**src/rtl/restore_painter.sv**
```systemverilog
// ---------------------------------------------------------------------------
// restore_painter
//   Takes undo/redo restore events (x, y, colour, brush size), queues them in a
//   small circular FIFO, and replays each one to the framebuffer pixel-write
//   port as a square brush stamp. Each stamp pixel goes out as one valid/ready
//   transfer. Pixels that fall off the canvas are clipped: each clipped pixel
//   costs one cycle with wr_valid low.
//
// Ports
//   clk, rst        clock and asynchronous active-high reset
//   restore_valid   one-cycle strobe qualifying x_in/y_in/color_in/brush_sz
//   clear_ovf       one-cycle pulse that clears the sticky overflow flag
//   wr_valid/ready  pixel write handshake (wr_valid is a flop output)
//   wr_x/wr_y/...   pixel being written
//   busy            queue non-empty or stamp in progress
//   overflow        sticky flag: a restore event was dropped
//   fifo_level      number of queued events
// ---------------------------------------------------------------------------
module restore_painter #(
   parameter int FIFO_DEPTH = 4,
   parameter int X_MAX      = 159,
   parameter int Y_MAX      = 119
) (
   input  logic       clk,
   input  logic       rst,
   input  logic       restore_valid,
   input  logic [7:0] x_in,
   input  logic [7:0] y_in,
   input  logic [2:0] color_in,
   input  logic [1:0] brush_sz,
   input  logic       clear_ovf,
   output logic       wr_valid,
   input  logic       wr_ready,
   output logic [7:0] wr_x,
   output logic [7:0] wr_y,
   output logic [2:0] wr_color,
   output logic       busy,
   output logic       overflow,
   output logic [2:0] fifo_level
);

   localparam int PW = (FIFO_DEPTH > 1) ? $clog2(FIFO_DEPTH) : 1;
   localparam int CW = PW + 1;
   localparam int DW = 21;
   localparam logic [CW-1:0] LP_FULL  = CW'(FIFO_DEPTH);
   localparam logic [8:0]    LP_X_MAX = 9'(X_MAX);
   localparam logic [8:0]    LP_Y_MAX = 9'(Y_MAX);

   // START is the single cycle after a pop in which the first stamp pixel is
   // evaluated and loaded into the output registers.
   typedef enum logic [1:0] {S_IDLE, S_START, S_PAINT} state_t;

   // ---------------- event queue ----------------
   logic [DW-1:0] r_mem [FIFO_DEPTH];
   logic [PW-1:0] r_rd_ptr;
   logic [PW-1:0] r_wr_ptr;
   logic [CW-1:0] r_count;
   logic          r_overflow;

   // ---------------- stamp engine ----------------
   state_t     r_state, w_state_next;
   logic [7:0] r_ax, w_ax_next;
   logic [7:0] r_ay, w_ay_next;
   logic [2:0] r_col, w_col_next;
   logic [1:0] r_side, w_side_next;      // side length minus 1
   logic [1:0] r_dx, w_dx_next;
   logic [1:0] r_dy, w_dy_next;
   logic       r_wr_valid, w_wr_valid_next;
   logic [7:0] r_wr_x, w_wr_x_next;
   logic [7:0] r_wr_y, w_wr_y_next;
   logic [2:0] r_wr_color, w_wr_color_next;

   logic          w_empty, w_full, w_pop, w_push, w_drop;
   logic [DW-1:0] w_head;
   logic          w_last_col, w_last, w_step, w_in_range;
   logic [1:0]    w_adv_dx, w_adv_dy, w_tgt_dx, w_tgt_dy;
   logic [8:0]    w_px, w_py;

   assign w_empty = (r_count == '0);
   assign w_full  = (r_count == LP_FULL);
   assign w_pop   = (r_state == S_IDLE) && !w_empty;
   // A full queue still takes a new event when the head leaves the same cycle.
   assign w_push  = restore_valid && (!w_full || w_pop);
   assign w_drop  = restore_valid && !w_push;
   assign w_head  = r_mem[r_rd_ptr];

   // Raster advance: dx first, then dy.
   assign w_last_col = (r_dx == r_side);
   assign w_last     = w_last_col && (r_dy == r_side);
   assign w_adv_dx   = w_last_col ? 2'd0 : r_dx + 2'd1;
   assign w_adv_dy   = w_last_col ? r_dy + 2'd1 : r_dy;

   // Pixel to present next: the first pixel from START, the next one in PAINT.
   assign w_tgt_dx   = (r_state == S_PAINT) ? w_adv_dx : 2'd0;
   assign w_tgt_dy   = (r_state == S_PAINT) ? w_adv_dy : 2'd0;
   // 9-bit sums so a stamp near x=255 clips instead of wrapping to x=0.
   assign w_px       = {1'b0, r_ax} + {7'd0, w_tgt_dx};
   assign w_py       = {1'b0, r_ay} + {7'd0, w_tgt_dy};
   assign w_in_range = (w_px <= LP_X_MAX) && (w_py <= LP_Y_MAX);

   // Current pixel is finished on a transfer, or immediately if it was clipped.
   assign w_step = !r_wr_valid || wr_ready;

   always_comb begin
      w_state_next    = r_state;
      w_ax_next       = r_ax;
      w_ay_next       = r_ay;
      w_col_next      = r_col;
      w_side_next     = r_side;
      w_dx_next       = r_dx;
      w_dy_next       = r_dy;
      w_wr_valid_next = r_wr_valid;
      w_wr_x_next     = r_wr_x;
      w_wr_y_next     = r_wr_y;
      w_wr_color_next = r_wr_color;
      case (r_state)
         S_IDLE: begin
            w_wr_valid_next = 1'b0;
            if (w_pop) begin
               {w_ax_next, w_ay_next, w_col_next, w_side_next} = w_head;
               w_dx_next    = 2'd0;
               w_dy_next    = 2'd0;
               w_state_next = S_START;
            end
         end
         S_START: begin
            w_wr_valid_next = w_in_range;
            if (w_in_range) begin
               w_wr_x_next     = w_px[7:0];
               w_wr_y_next     = w_py[7:0];
               w_wr_color_next = r_col;
            end
            w_state_next = S_PAINT;
         end
         S_PAINT: begin
            if (w_step) begin
               if (w_last) begin
                  w_wr_valid_next = 1'b0;
                  w_state_next    = S_IDLE;
               end else begin
                  w_dx_next       = w_adv_dx;
                  w_dy_next       = w_adv_dy;
                  w_wr_valid_next = w_in_range;
                  if (w_in_range) begin
                     w_wr_x_next     = w_px[7:0];
                     w_wr_y_next     = w_py[7:0];
                     w_wr_color_next = r_col;
                  end
               end
            end
         end
         default: begin
            w_wr_valid_next = 1'b0;
            w_state_next    = S_IDLE;
         end
      endcase
   end

   always_ff @(posedge clk or posedge rst) begin
      if (rst) begin
         r_state    <= S_IDLE;
         r_ax       <= '0;
         r_ay       <= '0;
         r_col      <= '0;
         r_side     <= '0;
         r_dx       <= '0;
         r_dy       <= '0;
         r_wr_valid <= 1'b0;
         r_wr_x     <= '0;
         r_wr_y     <= '0;
         r_wr_color <= '0;
      end else begin
         r_state    <= w_state_next;
         r_ax       <= w_ax_next;
         r_ay       <= w_ay_next;
         r_col      <= w_col_next;
         r_side     <= w_side_next;
         r_dx       <= w_dx_next;
         r_dy       <= w_dy_next;
         r_wr_valid <= w_wr_valid_next;
         r_wr_x     <= w_wr_x_next;
         r_wr_y     <= w_wr_y_next;
         r_wr_color <= w_wr_color_next;
      end
   end

   // Queue pointers, level and sticky overflow (a drop wins over clear_ovf).
   always_ff @(posedge clk or posedge rst) begin
      if (rst) begin
         r_rd_ptr   <= '0;
         r_wr_ptr   <= '0;
         r_count    <= '0;
         r_overflow <= 1'b0;
      end else begin
         if (w_pop)  r_rd_ptr <= r_rd_ptr + PW'(1);
         if (w_push) r_wr_ptr <= r_wr_ptr + PW'(1);
         case ({w_push, w_pop})
            2'b10:   r_count <= r_count + CW'(1);
            2'b01:   r_count <= r_count - CW'(1);
            default: r_count <= r_count;
         endcase
         if (w_drop)
            r_overflow <= 1'b1;
         else if (clear_ovf)
            r_overflow <= 1'b0;
      end
   end

   // Queue storage has no reset; the pointers define what is valid.
   always_ff @(posedge clk) begin
      if (w_push)
         r_mem[r_wr_ptr] <= {x_in, y_in, color_in, brush_sz};
   end

   assign wr_valid   = r_wr_valid;
   assign wr_x       = r_wr_x;
   assign wr_y       = r_wr_y;
   assign wr_color   = r_wr_color;
   assign busy       = (r_state != S_IDLE) || !w_empty;
   assign overflow   = r_overflow;
   assign fifo_level = 3'(r_count);

endmodule

```
**config.mk**
```make
export PLATFORM = sky130hd
export DESIGN_NAME = restore_painter
export DESIGN_NICKNAME = d
export VERILOG_FILES = /design/src/rtl/restore_painter.sv
export SDC_FILE = /design/constraint.sdc
export NUM_CORES = 1
export LEC_CHECK = 0
export ABC_AREA = 1
export CAP_MARGIN = 10
export CELL_PAD_IN_SITES_DETAIL_PLACEMENT = 0
export CELL_PAD_IN_SITES_GLOBAL_PLACEMENT = 1
export CORE_MARGIN = 2
export CORE_UTILIZATION = 45
export DETAILED_ROUTE_END_ITERATION = 16
export PLACE_DENSITY_LB_ADDON = 0.1
export SLEW_MARGIN = 20
export SYNTH_ARGS = -nofsm -noshare
export SYNTH_HDL_FRONTEND = slang
export SYNTH_SLANG_ARGS = --single-unit
```
**constraint.sdc**
```tcl
create_clock -name clk -period 4.35 [get_ports clk]
set_input_delay 0.87 -clock clk [delete_from_list [all_inputs] [get_ports clk]]
set_output_delay 0.87 -clock clk [all_outputs]
set_load 0.005 [all_outputs]
```
==> metrics <==
die width=120 um; Post-synth EDFFs=84; unrepaired setup endpoints after global routing=no; max capacitance violation total=0; syn avg cell area=10.5 sq um; predominant post-synthesis flop cell=edfxtp_1; routed wire length=11800 um; synth warn=0; Clock Sinks=139; CTS Hold Buffers Added=0; Clock Tree Root=clkbuf_16; Syn Nets=613; WHS=466 ps; initial antenna violation count=0; largest family of logic cells by synthesized area=simple AND/OR/NAND/NOR gates; status=complete, no violations; Routability Congestion=0.727; # nets final=667; IO Pins=51; Synth Area in Compound Gates=0.0872; Post-Synth XOR/XNOR Area=0.0116; max-slew violations=0; cts repair resizes=0; die area=0.0144 sq mm; Detail Placement HPWL=7550 um; # H-tree levels=4; post-synthesis sequential area ratio=0.645; global-route wire length before repair=19700 um; DRT antenna net count=0; Synth Register Bits=139; Final Skew=6.20 ps; peak supply drop=0.000355 V; CP bufs+invs=2; share of cells above drive strength 1=0.0861; Final min period=3080 ps; CTS tree=done; port bufs=50; Worst setup SP type=register; Vias=4078; Slew headroom=0.484; Hold Fails Final Rpt=0; CP Max Fanout=20; largest net degree at the start of global routing=46; delay-heaviest family, CP=simple AND/OR/NAND/NOR gates; # DRC=0; Post-CTS Setup Inserts=0; router iterations before antenna repair=4; Critical Path, Cell by Cell=inv_1 -> nand2_1 -> nand2_1 -> nor2_2 -> inv_1 -> nand2_1 -> nor2_1 -> ha_1 -> fa_1 -> nand2_2 -> nor2_2 -> nand2_1 -> nand2_1 -> nor2_1 -> nand2_2 -> nor2_4 -> nand3_4 -> nand2_1 -> nand2_1; GR Util All Layers=0.180; clk_lat worst skew=410 ps; Initial Utilization=0.458; crit-path max cell delay=420 ps; CTS Buffer Depth=2; Avg Vias per Cell=5.00; setup tns final=0 ps; Clock transition at path regs=60 ps; post-synthesis mux area share=0; Initial DRC Count=211; WL/cell=14.5 um; Synth Instances=573; LEAKAGE=3.01 nW; vias in the first global route=3933; total CTS buffers=17; number of core rows=42; GRT overflow=0; Worst Max-Slew Pin Slew=774 ps; fin crit share=0.708; Yosys cell types=29; Worst EP required=4650 ps; Post-Synth Adder-Cell Area=0.0327; Mapped Area=0.00604 sq mm; crit end category=register; Die Height=120 um; WP data arrival=3380 ps; pwr/cell area=748 mW/mm^2; area share of and/or/nand/nor cells after synthesis=0.169; ant diodes=0; crit path max-delay cell type=fa_1; CP Class=reg -> reg; final setup fails=0; achievable clock frequency=325 MHz; Worst Hold Class=reg -> reg; Synth-to-Final Area Change=21.2%; fraction of registers with async set or reset after synthesis=0.396; Core Area=0.0132 sq mm; most frequent CP cell=nand2_1
## worst paths after layout
| check | cells past startpoint | from | to | slack [ps] |
|---|---|---|---|---|
| worst max-delay path | 19 | r_side[0]$_DFFE_PP0P_ | wr_x[1]$_DFFE_PP0P_ | 1270 |
| worst min-delay path | 2 | wr_x[3]$_DFFE_PP0P_ | wr_x[3]$_DFFE_PP0P_ | 470 |
| worst max register to register | 19 | r_side[0]$_DFFE_PP0P_ | wr_x[1]$_DFFE_PP0P_ | 1270 |
| worst min register to register | 2 | wr_x[3]$_DFFE_PP0P_ | wr_x[3]$_DFFE_PP0P_ | 470 |
| max in group asynchronous | 3 | rst | wr_y[2]$_DFFE_PP0P_ | 2700 |
| min in group asynchronous | 2 | rst | r_state[0]$_DFFE_PP0P_ | 880 |
## where the power goes
group	leakage (nW)	internal, mW	switching (mW)
registers	1.44	1.82	0.200
clock network	0.301	1.01	0.521
logic	1.26	0.697	1.22
## Yosys cell counts, types with 2 or more instances
master	n	area, sq um
ha_1	11	138
clkbuf_1	16	60.1
nand2_1	107	402
o21ai_0	63	315
nor2_1	86	323
nor2_4	2	22.5
edfxtp_1	84	2520
o22ai_1	14	87.6
fa_1	3	60.1
a31oi_1	9	56.3
a21oi_2	2	17.5
a21oi_1	5	25.0
dfrtp_1	55	1380
nand3_1	13	65.1
nor2_2	2	12.5
inv_2	4	15.0
inv_1	47	176
xor2_1	8	70.1
nand4_1	20	125
buf_6	4	45.0
nand2_2	6	37.5
o21ai_1	5	25.0
## flip-flops by register name, summed over array words and instances, names as in the netlist
name        count
r_mem          84
r_ax            8
r_ay            8
wr_x            8
wr_y            8
fifo_level      3
r_col           3
wr_color        3
r_dx            2
r_dy            2
r_rd_ptr        2
r_side          2
r_state         2
r_wr_ptr        2
overflow        1
wr_valid        1
## logic make-up after synthesis
group,after synthesis
AOI/OAI and AO/OA,98
xor gates and xnor gates,8
adders and majority gates,14
buffers and inverters,75
DFF,139
and+or+nand+nor,239
## worst reg2reg max path, cell delays in order, from the launching register on
cell and delay (ps):
dfrtp_1 380, inv_1 70, nand2_1 60, nand2_1 50
nor2_2 180, inv_1 80, nand2_1 80, nor2_1 60
ha_1 210, fa_1 420, nand2_2 100, nor2_2 60
nand2_1 60, nand2_1 60, nor2_1 140, nand2_2 80
nor2_4 370, nand3_4 290, nand2_1 140, nand2_1 60
## stage by stage
step	std cells	util	cell area (sq um)	power (mW)	worst slack [ps]
3_3_place_gp	784	0.507	6690	3.94	1310
4_1_cts	815	0.555	7320	5.53	1220
2_1_floorplan	573	-	6040	3.38	1830
6_report	815	0.555	7320	5.48	1270
3_5_place_dp	784	0.507	6690	3.98	1240
5_1_grt	815	0.555	7320	5.90	918
## area by class of cell
type / instances / area (sq um)
multi-input combinational: 359 / 1820
fill: 1167 / 5870
sequential: 139 / 3900
timing repair buffer: 58 / 561
tap: 176 / 220
clock buffer: 19 / 433
clock inverter: 12 / 196
inverter: 52 / 195
## per-layer routing
| layer | up-vias | global-route usage | share of wire |
|---|---|---|---|
| met4 | 0 | 0.0640 | 0.014 |
| met5 | - | 0 | 0 |
| met1 | 1939 | 0.245 | 0.48 |
| met3 | 15 | 0.0428 | 0.035 |
| li1 | 2048 | - | - |
| met2 | 76 | 0.283 | 0.47 |
## layout by cell type, fill, tap and decap left out
cell             count
a21oi_1              5
a21oi_2              2
a31oi_1              9
buf_4                8
bufinv_16            5
clkbuf_1             2
clkbuf_16           17
clkdlybuf4s50_1     50
clkinv_1             2
clkinv_2             2
clkinv_4             1
clkinvlp_4           2
dfrtp_1             55
edfxtp_1            84
fa_1                 3
ha_1                11
inv_1               46
inv_2                5
inv_6                1
nand2_1            107
nand2_2              6
nand2_4              1
nand3_1             13
nand3_4              1
nand3b_1             1
nand4_1             20
nor2_1              86
nor2_2               2
nor2_4               2
o21ai_0             63
o21ai_1              5
o22ai_1             14
xor2_1               8
Note: power is estimated with default switching activity, not from simulation.
